===== src/rtl/multicycle_ctrl.sv =====
// multicycle_ctrl: main control FSM of the multi-cycle RV32I core.
// Moore-decoded datapath selects with a ready/timeout memory handshake.
module multicycle_ctrl #(
   parameter int unsigned TIMEOUT_CYCLES = 255,
   parameter int unsigned CNT_W          = 8
) (
   input  logic       clk,
   input  logic       rst,
   input  logic [6:0] opcode,
   input  logic       br_cond,
   input  logic       mem_ready,
   output logic       mem_req,
   output logic       mem_we,
   output logic       adr_src,
   output logic       ir_we,
   output logic       pc_we,
   output logic [1:0] alu_src_a,
   output logic [1:0] alu_src_b,
   output logic [1:0] alu_op,
   output logic [1:0] result_src,
   output logic       reg_we,
   output logic       instret,
   output logic       illegal,
   output logic       bus_err,
   output logic [3:0] state_o
);

   typedef enum logic [3:0] {
      FETCH, DECODE, MEMADR, MEMREAD,
      MEMWB, MEMWRITE, EXECR, EXECI,
      ALUWB, BRANCH, JAL, JALR,
      JALR_LINK, LUI, AUIPC, TRAP
   } state_t;

   localparam logic [CNT_W-1:0] TO_LIM = CNT_W'(TIMEOUT_CYCLES);

   state_t           state_q, state_d;
   logic [CNT_W-1:0] cnt_q, cnt_d;
   logic             illegal_q, illegal_d;
   logic             bus_err_q, bus_err_d;
   logic             mem_st;
   logic             timeout;

   always_ff @(posedge clk) begin
      if (rst) begin
         state_q   <= FETCH;
         cnt_q     <= '0;
         illegal_q <= 1'b0;
         bus_err_q <= 1'b0;
      end else begin
         state_q   <= state_d;
         cnt_q     <= cnt_d;
         illegal_q <= illegal_d;
         bus_err_q <= bus_err_d;
      end
   end

   assign mem_st  = (state_q == FETCH) || (state_q == MEMREAD) ||
                    (state_q == MEMWRITE);
   // A ready arriving in the cycle the limit is reached still completes.
   assign timeout = (TIMEOUT_CYCLES != 0) && mem_st && !mem_ready &&
                    (cnt_q == TO_LIM);

   always_comb begin
      state_d   = state_q;
      cnt_d     = '0;
      illegal_d = illegal_q;
      bus_err_d = bus_err_q;
      if (mem_st && !mem_ready) cnt_d = cnt_q + 1'b1;
      unique case (state_q)
         FETCH:     if (mem_ready) state_d = DECODE;
         DECODE: begin
            unique case (opcode)
               7'b0000011,
               7'b0100011: state_d = MEMADR;
               7'b0110011: state_d = EXECR;
               7'b0010011: state_d = EXECI;
               7'b1100011: state_d = BRANCH;
               7'b1101111: state_d = JAL;
               7'b1100111: state_d = JALR;
               7'b0110111: state_d = LUI;
               7'b0010111: state_d = AUIPC;
               default: begin
                  state_d   = TRAP;
                  illegal_d = 1'b1;
               end
            endcase
         end
         MEMADR:    state_d = (opcode == 7'b0000011) ? MEMREAD : MEMWRITE;
         MEMREAD:   if (mem_ready) state_d = MEMWB;
         MEMWB:     state_d = FETCH;
         MEMWRITE:  if (mem_ready) state_d = FETCH;
         EXECR:     state_d = ALUWB;
         EXECI:     state_d = ALUWB;
         ALUWB:     state_d = FETCH;
         BRANCH:    state_d = FETCH;
         JAL:       state_d = ALUWB;
         JALR:      state_d = JALR_LINK;
         JALR_LINK: state_d = ALUWB;
         LUI:       state_d = FETCH;
         AUIPC:     state_d = ALUWB;
         TRAP:      state_d = TRAP;
      endcase
      if (timeout) begin
         state_d   = TRAP;
         bus_err_d = 1'b1;
      end
   end

   always_comb begin
      mem_req    = 1'b0;
      mem_we     = 1'b0;
      adr_src    = 1'b0;
      ir_we      = 1'b0;
      pc_we      = 1'b0;
      alu_src_a  = 2'b00;
      alu_src_b  = 2'b00;
      alu_op     = 2'b00;
      result_src = 2'b00;
      reg_we     = 1'b0;
      unique case (state_q)
         FETCH: begin
            mem_req    = 1'b1;
            alu_src_b  = 2'b10;
            result_src = 2'b10;
            ir_we      = mem_ready;
            pc_we      = mem_ready;
         end
         DECODE: begin
            alu_src_a = 2'b01;
            alu_src_b = 2'b01;
         end
         MEMADR: begin
            alu_src_a = 2'b10;
            alu_src_b = 2'b01;
         end
         MEMREAD: begin
            mem_req = 1'b1;
            adr_src = 1'b1;
         end
         MEMWB: begin
            result_src = 2'b01;
            reg_we     = 1'b1;
         end
         MEMWRITE: begin
            mem_req = 1'b1;
            mem_we  = 1'b1;
            adr_src = 1'b1;
         end
         EXECR: begin
            alu_src_a = 2'b10;
            alu_op    = 2'b10;
         end
         EXECI: begin
            alu_src_a = 2'b10;
            alu_src_b = 2'b01;
            alu_op    = 2'b10;
         end
         ALUWB: reg_we = 1'b1;
         BRANCH: begin
            alu_src_a = 2'b10;
            alu_op    = 2'b01;
            pc_we     = br_cond;
         end
         JAL: begin
            alu_src_a = 2'b01;
            alu_src_b = 2'b10;
            pc_we     = 1'b1;
         end
         JALR: begin
            alu_src_a  = 2'b10;
            alu_src_b  = 2'b01;
            result_src = 2'b10;
            pc_we      = 1'b1;
         end
         JALR_LINK: begin
            alu_src_a = 2'b01;
            alu_src_b = 2'b10;
         end
         LUI: begin
            result_src = 2'b11;
            reg_we     = 1'b1;
         end
         AUIPC: begin
            alu_src_a = 2'b01;
            alu_src_b = 2'b01;
         end
         TRAP: ;
      endcase
      instret = (state_d == FETCH) && (state_q != FETCH);
      illegal = illegal_q;
      bus_err = bus_err_q;
      state_o = state_q;
      if (rst) begin
         mem_req    = 1'b0;
         mem_we     = 1'b0;
         adr_src    = 1'b0;
         ir_we      = 1'b0;
         pc_we      = 1'b0;
         alu_src_a  = 2'b00;
         alu_src_b  = 2'b00;
         alu_op     = 2'b00;
         result_src = 2'b00;
         reg_we     = 1'b0;
         instret    = 1'b0;
         illegal    = 1'b0;
         bus_err    = 1'b0;
         state_o    = 4'd0;
      end
   end

endmodule


===== config.mk =====
export PLATFORM = sky130hd
export DESIGN_NAME = multicycle_ctrl
export DESIGN_NICKNAME = d
export VERILOG_FILES = /design/src/rtl/multicycle_ctrl.sv
export SDC_FILE = /design/constraint.sdc
export NUM_CORES = 1
export LEC_CHECK = 0
export ABC_AREA = 1
export ABC_CLOCK_PERIOD_IN_PS = 1300
export CORE_ASPECT_RATIO = 1.25
export CORE_MARGIN = 4
export CORE_UTILIZATION = 40
export CTS_CLUSTER_SIZE = 25
export DETAILED_ROUTE_END_ITERATION = 8
export PLACE_DENSITY = 0.75
export SKIP_CTS_REPAIR_TIMING = 1
export SLEW_MARGIN = 30
export SYNTH_ARGS = -nofsm -noshare
export SYNTH_HDL_FRONTEND = slang
export SYNTH_SLANG_ARGS = --single-unit

===== constraint.sdc =====
create_clock -name clk -period 1.3 [get_ports clk]
set_input_delay 0.26 -clock clk [delete_from_list [all_inputs] [get_ports clk]]
set_output_delay 0.26 -clock clk [all_outputs]
set_load 0.01 [all_outputs]

==> flow_metrics.tcl, run 1 <==
set metrics [dict create \
    endpoint_kind "output port" \
    final.setup.worst_slack_ns -0.6603 \
    die_w_um 55.19 \
    final-setup-viol-count 31 \
    synthToLayoutAreaGrowth_pct 94.04 \
    crit_type "register to output port" \
    p_leak_nw 1.208 \
    yosysTopAreaCell "dfxtp_1" \
    grt_setup_unrepaired "true" \
    grt_pass1_vias 1371 \
    slew_headroom 0.8064 \
    ys_ff_latch 14 \
    yosys-top-cells-area "dfxtp_1, nand2_1, nor2_1" \
    place_ws_ns -1.173 \
    period_needed_ns 1.960 \
    gp_congestion 0.8944 \
    maxCapViolations 0 \
    fmax_mhz 510.1 \
    arrival_ns 1.70 \
    drive_above_1_share 0.4843 \
    status "finished with violations" \
    post_drt_wl_per_cell_um 13.62 \
    slowest_delay_ns 0.44 \
    cts_made_buffers 3 \
    drt_pass1_iterations 5 \
    slew_violations 0 \
    synth_area_sq_um 1114 \
    syn-num-nets 204 \
    start_util 0.4155 \
    drt_iter0_drc 83 \
    cellPowerDensity_nw_per_um2 1492 \
    cp_cell_sequence "nor2_4 -> buf_4 -> nand3_1 -> o21ai_1 -> a21oi_1 -> nand4_1 -> nor2_2 -> buf_2" \
    io_buffers 31 \
    row_count 21 \
    gr-usage-all-layers 0.1988 \
    coreArea_sq_um 2680 \
    worst_pin_slew_ns 0.2899 \
    grt_max_degree 11 \
    irDropWorstVdd_uv 1096 \
    p_total_w 0.003224 \
    finalHoldViolations 0 \
    start_kind "register" \
    cts-root-buf "clkbuf_4" \
    critPathBufInv 2 \
    synth_cell_types 28 \
    clock-sinks 14 \
    slowest_stage "dfxtp_4" \
    cp_max_fo 6 \
    cts_buffer_depth 2 \
    antenna_cells 0 \
    dr_total_vias 1668 \
    synth_top_area_share 0.2517 \
    antenna_found_initial 0 \
    synthCells 192 \
    violations "negative setup slack" \
    ys_seq_area_frac 0.2517 \
    grt.overflow.total 0 \
    worstPathRequired_ns 1.04 \
    htreeDepth 1 \
    nets 300 \
    clk_pin_slew_ns 0.08 \
    hpwl_mm 2.725 \
    clock_skew_ns 0.001312 \
    clk_latency_ns 0.28 \
    via_per_inst 5.196 \
    dieHeight_um 66.99 \
    cts_tree "built" \
    hp-class "register to register" \
    dieArea_sq_um 3697 \
    synth_area_per_cell_sq_um 5.800 \
    drt-total-wl_mm 4.372 \
    grt_pass1_wl_mm 5.444 \
    drtAntennaViolNets 0 \
    drcViolationCount 0 \
    crit_family "flip-flops" \
    yosysWarnings 0 \
    post-route-period-util 1.508 \
    ioPinCount 32 \
]
==> layout by cell type, fill, tap and decap left out, types with 2 or more instances in the layout <==
cell	count
buf_4	58
nand2_1	35
nor2_1	22
inv_1	21
nand3_1	16
dlymetal6s2s_1	16
a21oi_1	12
nor2_2	9
nor2_4	9
dfxtp_1	8
buf_2	8
inv_2	7
nand2_2	7
buf_6	7
nand2_4	6
nand4_1	5
dfxtp_4	4
inv_4	3
a21oi_2	3
o21ai_0	3
o21ai_1	3
clkbuf_4	3
clkbuf_2	3
nor3b_2	2
dfxtp_2	2
==> sequential cells by signal (all words and copies together) (netlist names) <==
name	cells
bus_err_q	1
cnt_q	8
illegal_q	1
state_q	4
==> area by class of cell <==
| class | count | area, sq um |
|---|---|---|
| inverters | 32 | 128.9 |
| well taps | 34 | 42.54 |
| clock buffers | 4 | 36.28 |
| multi-input cells | 144 | 875.8 |
| fillers | 178 | 519.2 |
| flip-flops and latches | 14 | 297.8 |
| repair buffers | 93 | 779.5 |
==> report_power, final <==
group / switching, W / internal [W]
clock: 0.000135 / 0.000170
combinational: 0.00113 / 0.00109
sequential: 0.000161 / 0.000532
total: 0.00143 / 0.00179
==> worst reg2reg max path: stages, from the launching register on <==
cell     delay [ns]
dfxtp_4        0.44
nor2_4         0.08
buf_4          0.14
nand3_1        0.11
o21ai_1        0.11
a21oi_1        0.19
buf_4          0.15
buf_4          0.09
nand3_1        0.07
nand2_1        0.06
inv_1          0.04
==> synth_stat cells (all sizes together) <==
master	number
nand2	48
nor2	40
inv	31
nand3	17
a21oi	15
dfxtp	14
o21ai	6
nand4	5
nor3b	2
a31oi	1
buf	1
clkbuf	1
clkinv	1
ha	1
nand3b	1
nor3	1
nor4	1
o2111ai	1
o21a	1
o22ai	1
o31ai	1
or2	1
xnor2	1
==> worst paths after layout <==
check | start | to | slack [ns] | cells after the start
setup / recovery | state_q[3] | instret | -0.66 | 8
hold / removal | bus_err_q | bus_err_q | 0.46 | 2
setup reg to reg | state_q[3] | state_q[1] | -0.27 | 10
hold reg to reg | bus_err_q | bus_err_q | 0.46 | 2
==> cells by family (layout without fill, tap and decap cells) <==
family | after synthesis | after routing | share of synthesized area
buf+inv | 34 | 129 | 0.1157
flops | 14 | 14 | 0.2517
fa+ha+maj | 1 | 1 | 0.01123
compound gates | 26 | 26 | 0.1405
simple gates | 116 | 116 | 0.4730
xor+xnor | 1 | 1 | 0.007867
==> layer usage <==
| layer | wire length, um | global-route usage | vias to the layer above | share of wire |
|---|---|---|---|---|
| li1 | - | - | 809 | - |
| met1 | 1768 | 0.2182 | 757 | 0.40 |
| met2 | 2227 | 0.3654 | 77 | 0.51 |
| met3 | 219 | 0.02237 | 25 | 0.050 |
| met4 | 157 | 0.08511 | 0 | 0.036 |
| met5 | 0 | 0 | - | 0 |
==> metrics by stage <==
step                      hold WS, ns    util  cells   TNS, ns  cell area, sq um
after global routing           0.4946  0.8063    321    -10.87              2161
final                          0.4628  0.8063    321    -8.362              2161
after detailed placement       0.4536  0.7096    308    -18.94              1902
after CTS                      0.4653  0.7232    312    -18.47              1938
after floorplan                0.4080       -    192  -0.07544              1160
after global placement         0.4463  0.7096    308    -18.65              1902
No activity file was read; power rests on OpenSTA's default activity.
==> run 2: changes to the inputs <==
--- a/config.mk
+++ b/config.mk
@@ -8,11 +8,11 @@
 export ABC_AREA = 1
 export ABC_CLOCK_PERIOD_IN_PS = 1300
 export CORE_ASPECT_RATIO = 1.25
-export CORE_MARGIN = 4
 export CORE_UTILIZATION = 40
 export CTS_CLUSTER_SIZE = 25
 export DETAILED_ROUTE_END_ITERATION = 8
 export PLACE_DENSITY = 0.75
+export SETUP_SLACK_MARGIN = 0.4
 export SKIP_CTS_REPAIR_TIMING = 1
 export SLEW_MARGIN = 30
 export SYNTH_ARGS = -nofsm -noshare
==> run 2 against run 1 <==
Compared with the run above:
- the run still ends with negative setup slack left
- sequential share of layout area shrank 0.62 points
- via count down 0.36%
- global-route usage grew 6.7 points
- routed wire length increased by 8.5%
- flip-flop and latch count unchanged
- register-to-register slack is essentially flat
- clock power is essentially flat
- critical path depth rose by 3
- worst hold slack worse by 0.019 ns
- maximum frequency is 1.6% higher
- largest cell class unchanged
- largest power group unchanged
- highest routed layer unchanged
==> flow_metrics.tcl, run 2 (same netlist as run 1, synthesis figures left out) <==
set metrics [dict create \
    status "finished with violations" \
    violations "negative setup slack" \
    worst-r2r-setup-slack_ns -0.26 \
    clock-sinks 14 \
    gp_congestion 0.9262 \
    hold_end "state_q[3]" \
    grt_pass1_wl_mm 6.113 \
    grt.busiest_layer "met2" \
    ioPinCount 32 \
    reg_top3 "cnt_q: 8 flops, state_q: 4 flops" \
    cts-root-buf "clkbuf_4" \
    cts_made_buffers 3 \
    dpl_cell_area_sq_um 2014 \
    slew_headroom 0.8443 \
    grt_max_degree 11 \
    worst_pin_slew_ns 0.2311 \
    coreArea_sq_um 2654 \
    grtUsageMet3 0.01754 \
    place_ws_ns -1.162 \
    ff_latch_area_sq_um 300.3 \
    start_util 0.4196 \
    drt_pass1_iterations 4 \
    holdWs_ns 0.4437 \
    irDropWorstVdd_uv 1056 \
    fill_cells 168 \
    cp_cell_sequence "inv_6 -> nand3_2 -> nand2_1 -> nand2_1 -> nand2_1 -> inv_2 -> nand2_1 -> nor2_1 -> nand4_1 -> nor2_2 -> buf_2" \
    gr-usage-all-layers 0.2661 \
    antenna_cells 0 \
    via_per_inst 5.146 \
    grt_pass1_vias 1521 \
    endpoint_kind "output port" \
    critPathBufInv 3 \
    cellPowerDensity_nw_per_um2 1483 \
    post_drt_wl_per_cell_um 14.68 \
    worstRegToRegCells 9 \
    slew_violations 0 \
    maxCapViolations 0 \
    clk_latency_ns 0.27 \
    crit_top_cell "nand2_1" \
    place_inst 310 \
    multi_input_area_sq_um 987.2 \
    p_leak_nw 1.205 \
    clk_pin_slew_ns 0.08 \
    dieArea_sq_um 3000 \
    r2r_end "cnt_q[2]" \
    whs_path_depth 3 \
    use_met1 0.2894 \
    fmax_mhz 518.2 \
    drt_iter0_drc 60 \
    post-route-period-util 1.484 \
    cts_buffer_depth 2 \
    antenna_found_initial 0 \
    finalHoldViolations 0 \
    top_register "cnt_q" \
    final-setup-viol-count 29 \
    final.setup.worst_slack_ns -0.6298 \
    clock_skew_ns 0.003549 \
    grt.overflow.total 0 \
    crit_family "simple AND/OR/NAND/NOR gates" \
    dr_total_vias 1662 \
    drtAntennaViolNets 0 \
    largest_reg_flops 8 \
    final_common_cell "buf_4" \
    period_needed_ns 1.930 \
    row_count 21 \
    crit_type "register to output port" \
    drt-total-wl_mm 4.743 \
    io_buffers 31 \
    slowest_stage "dfxtp_4" \
    drive_above_1_share 0.5917 \
    dieHeight_um 60.99 \
    fin_area_sq_um 2282 \
    die_w_um 49.19 \
    gr-usage-met2 0.5186 \
    start_kind "register" \
    drcViolationCount 0 \
    reg2reg_from "state_q[3]" \
    grt_setup_unrepaired "true" \
    slowest_delay_ns 0.43 \
    hp-class "input port to register" \
    synthToLayoutAreaGrowth_pct 104.9 \
    worstHoldStart "rst" \
    hpwl_mm 3.067 \
    cp_max_fo 5 \
    most-common-layout-cells "buf_4, nand2_1, inv_1" \
    arrival_ns 1.67 \
    worstPathRequired_ns 1.04 \
    htreeDepth 1 \
    cts_tree "built" \
    nets 302 \
    final_cells 323 \
]
run 2: changes by cell type in the layout (fill, tap and decap cells not counted), sizes merged:
cell          delta
buf              +6
clkbuf           +1
dlymetal6s2s     -5
run 2: power by group:
| group | switching [W] | internal (W) |
|---|---|---|
| sequential | 0.000169 | 0.000534 |
| clock | 0.000134 | 0.000170 |
| combinational | 0.00125 | 0.00112 |
| total | 0.00156 | 0.00183 |
run 2: final cells by class:
type | instances | area share
multi-input combinational | 144 | 0.4326
timing repair buffer | 95 | 0.3427
sequential | 14 | 0.1316
inverter | 32 | 0.05866
tap | 34 | 0.01864
clock buffer | 4 | 0.01590
run 2: worst max-delay path by stage:
stage | cells after the start | from | slack, ns | endpoint
6_report | 11 | state_q[0] | -0.63 | instret
5_1_grt | 11 | state_q[1] | -0.71 | instret
2_1_floorplan | 9 | state_q[1] | -0.07 | instret
3_5_place_dp | 10 | opcode[1] | -1.16 | instret
3_3_place_gp | 10 | opcode[1] | -1.13 | instret
4_1_cts | 10 | opcode[1] | -1.16 | instret
run 2: worst register-to-register path: stages (launching register included):
cell	delay, ns
dfxtp_4	0.38
buf_6	0.12
nor2_4	0.14
nand2_4	0.08
buf_6	0.12
buf_6	0.12
a31oi_4	0.18
buf_6	0.15
nand2_8	0.06
nor3b_2	0.15
run 2: per-layer routing:
layer,share of wire,up-vias
met1,0.38,770
met4,0.041,0
met2,0.54,59
met3,0.042,20
met5,0,-
li1,-,813
run 2: metrics by stage:
step,util,setup TNS (ns),power [W]
5_1_grt,0.8600,-11.10,0.003592
6_report,0.8600,-8.994,0.003384
2_1_floorplan,-,-0.1127,0.001692
3_5_place_dp,0.7591,-20.10,0.002707
4_1_cts,0.7727,-18.21,0.003013
3_3_place_gp,0.7591,-19.32,0.002678
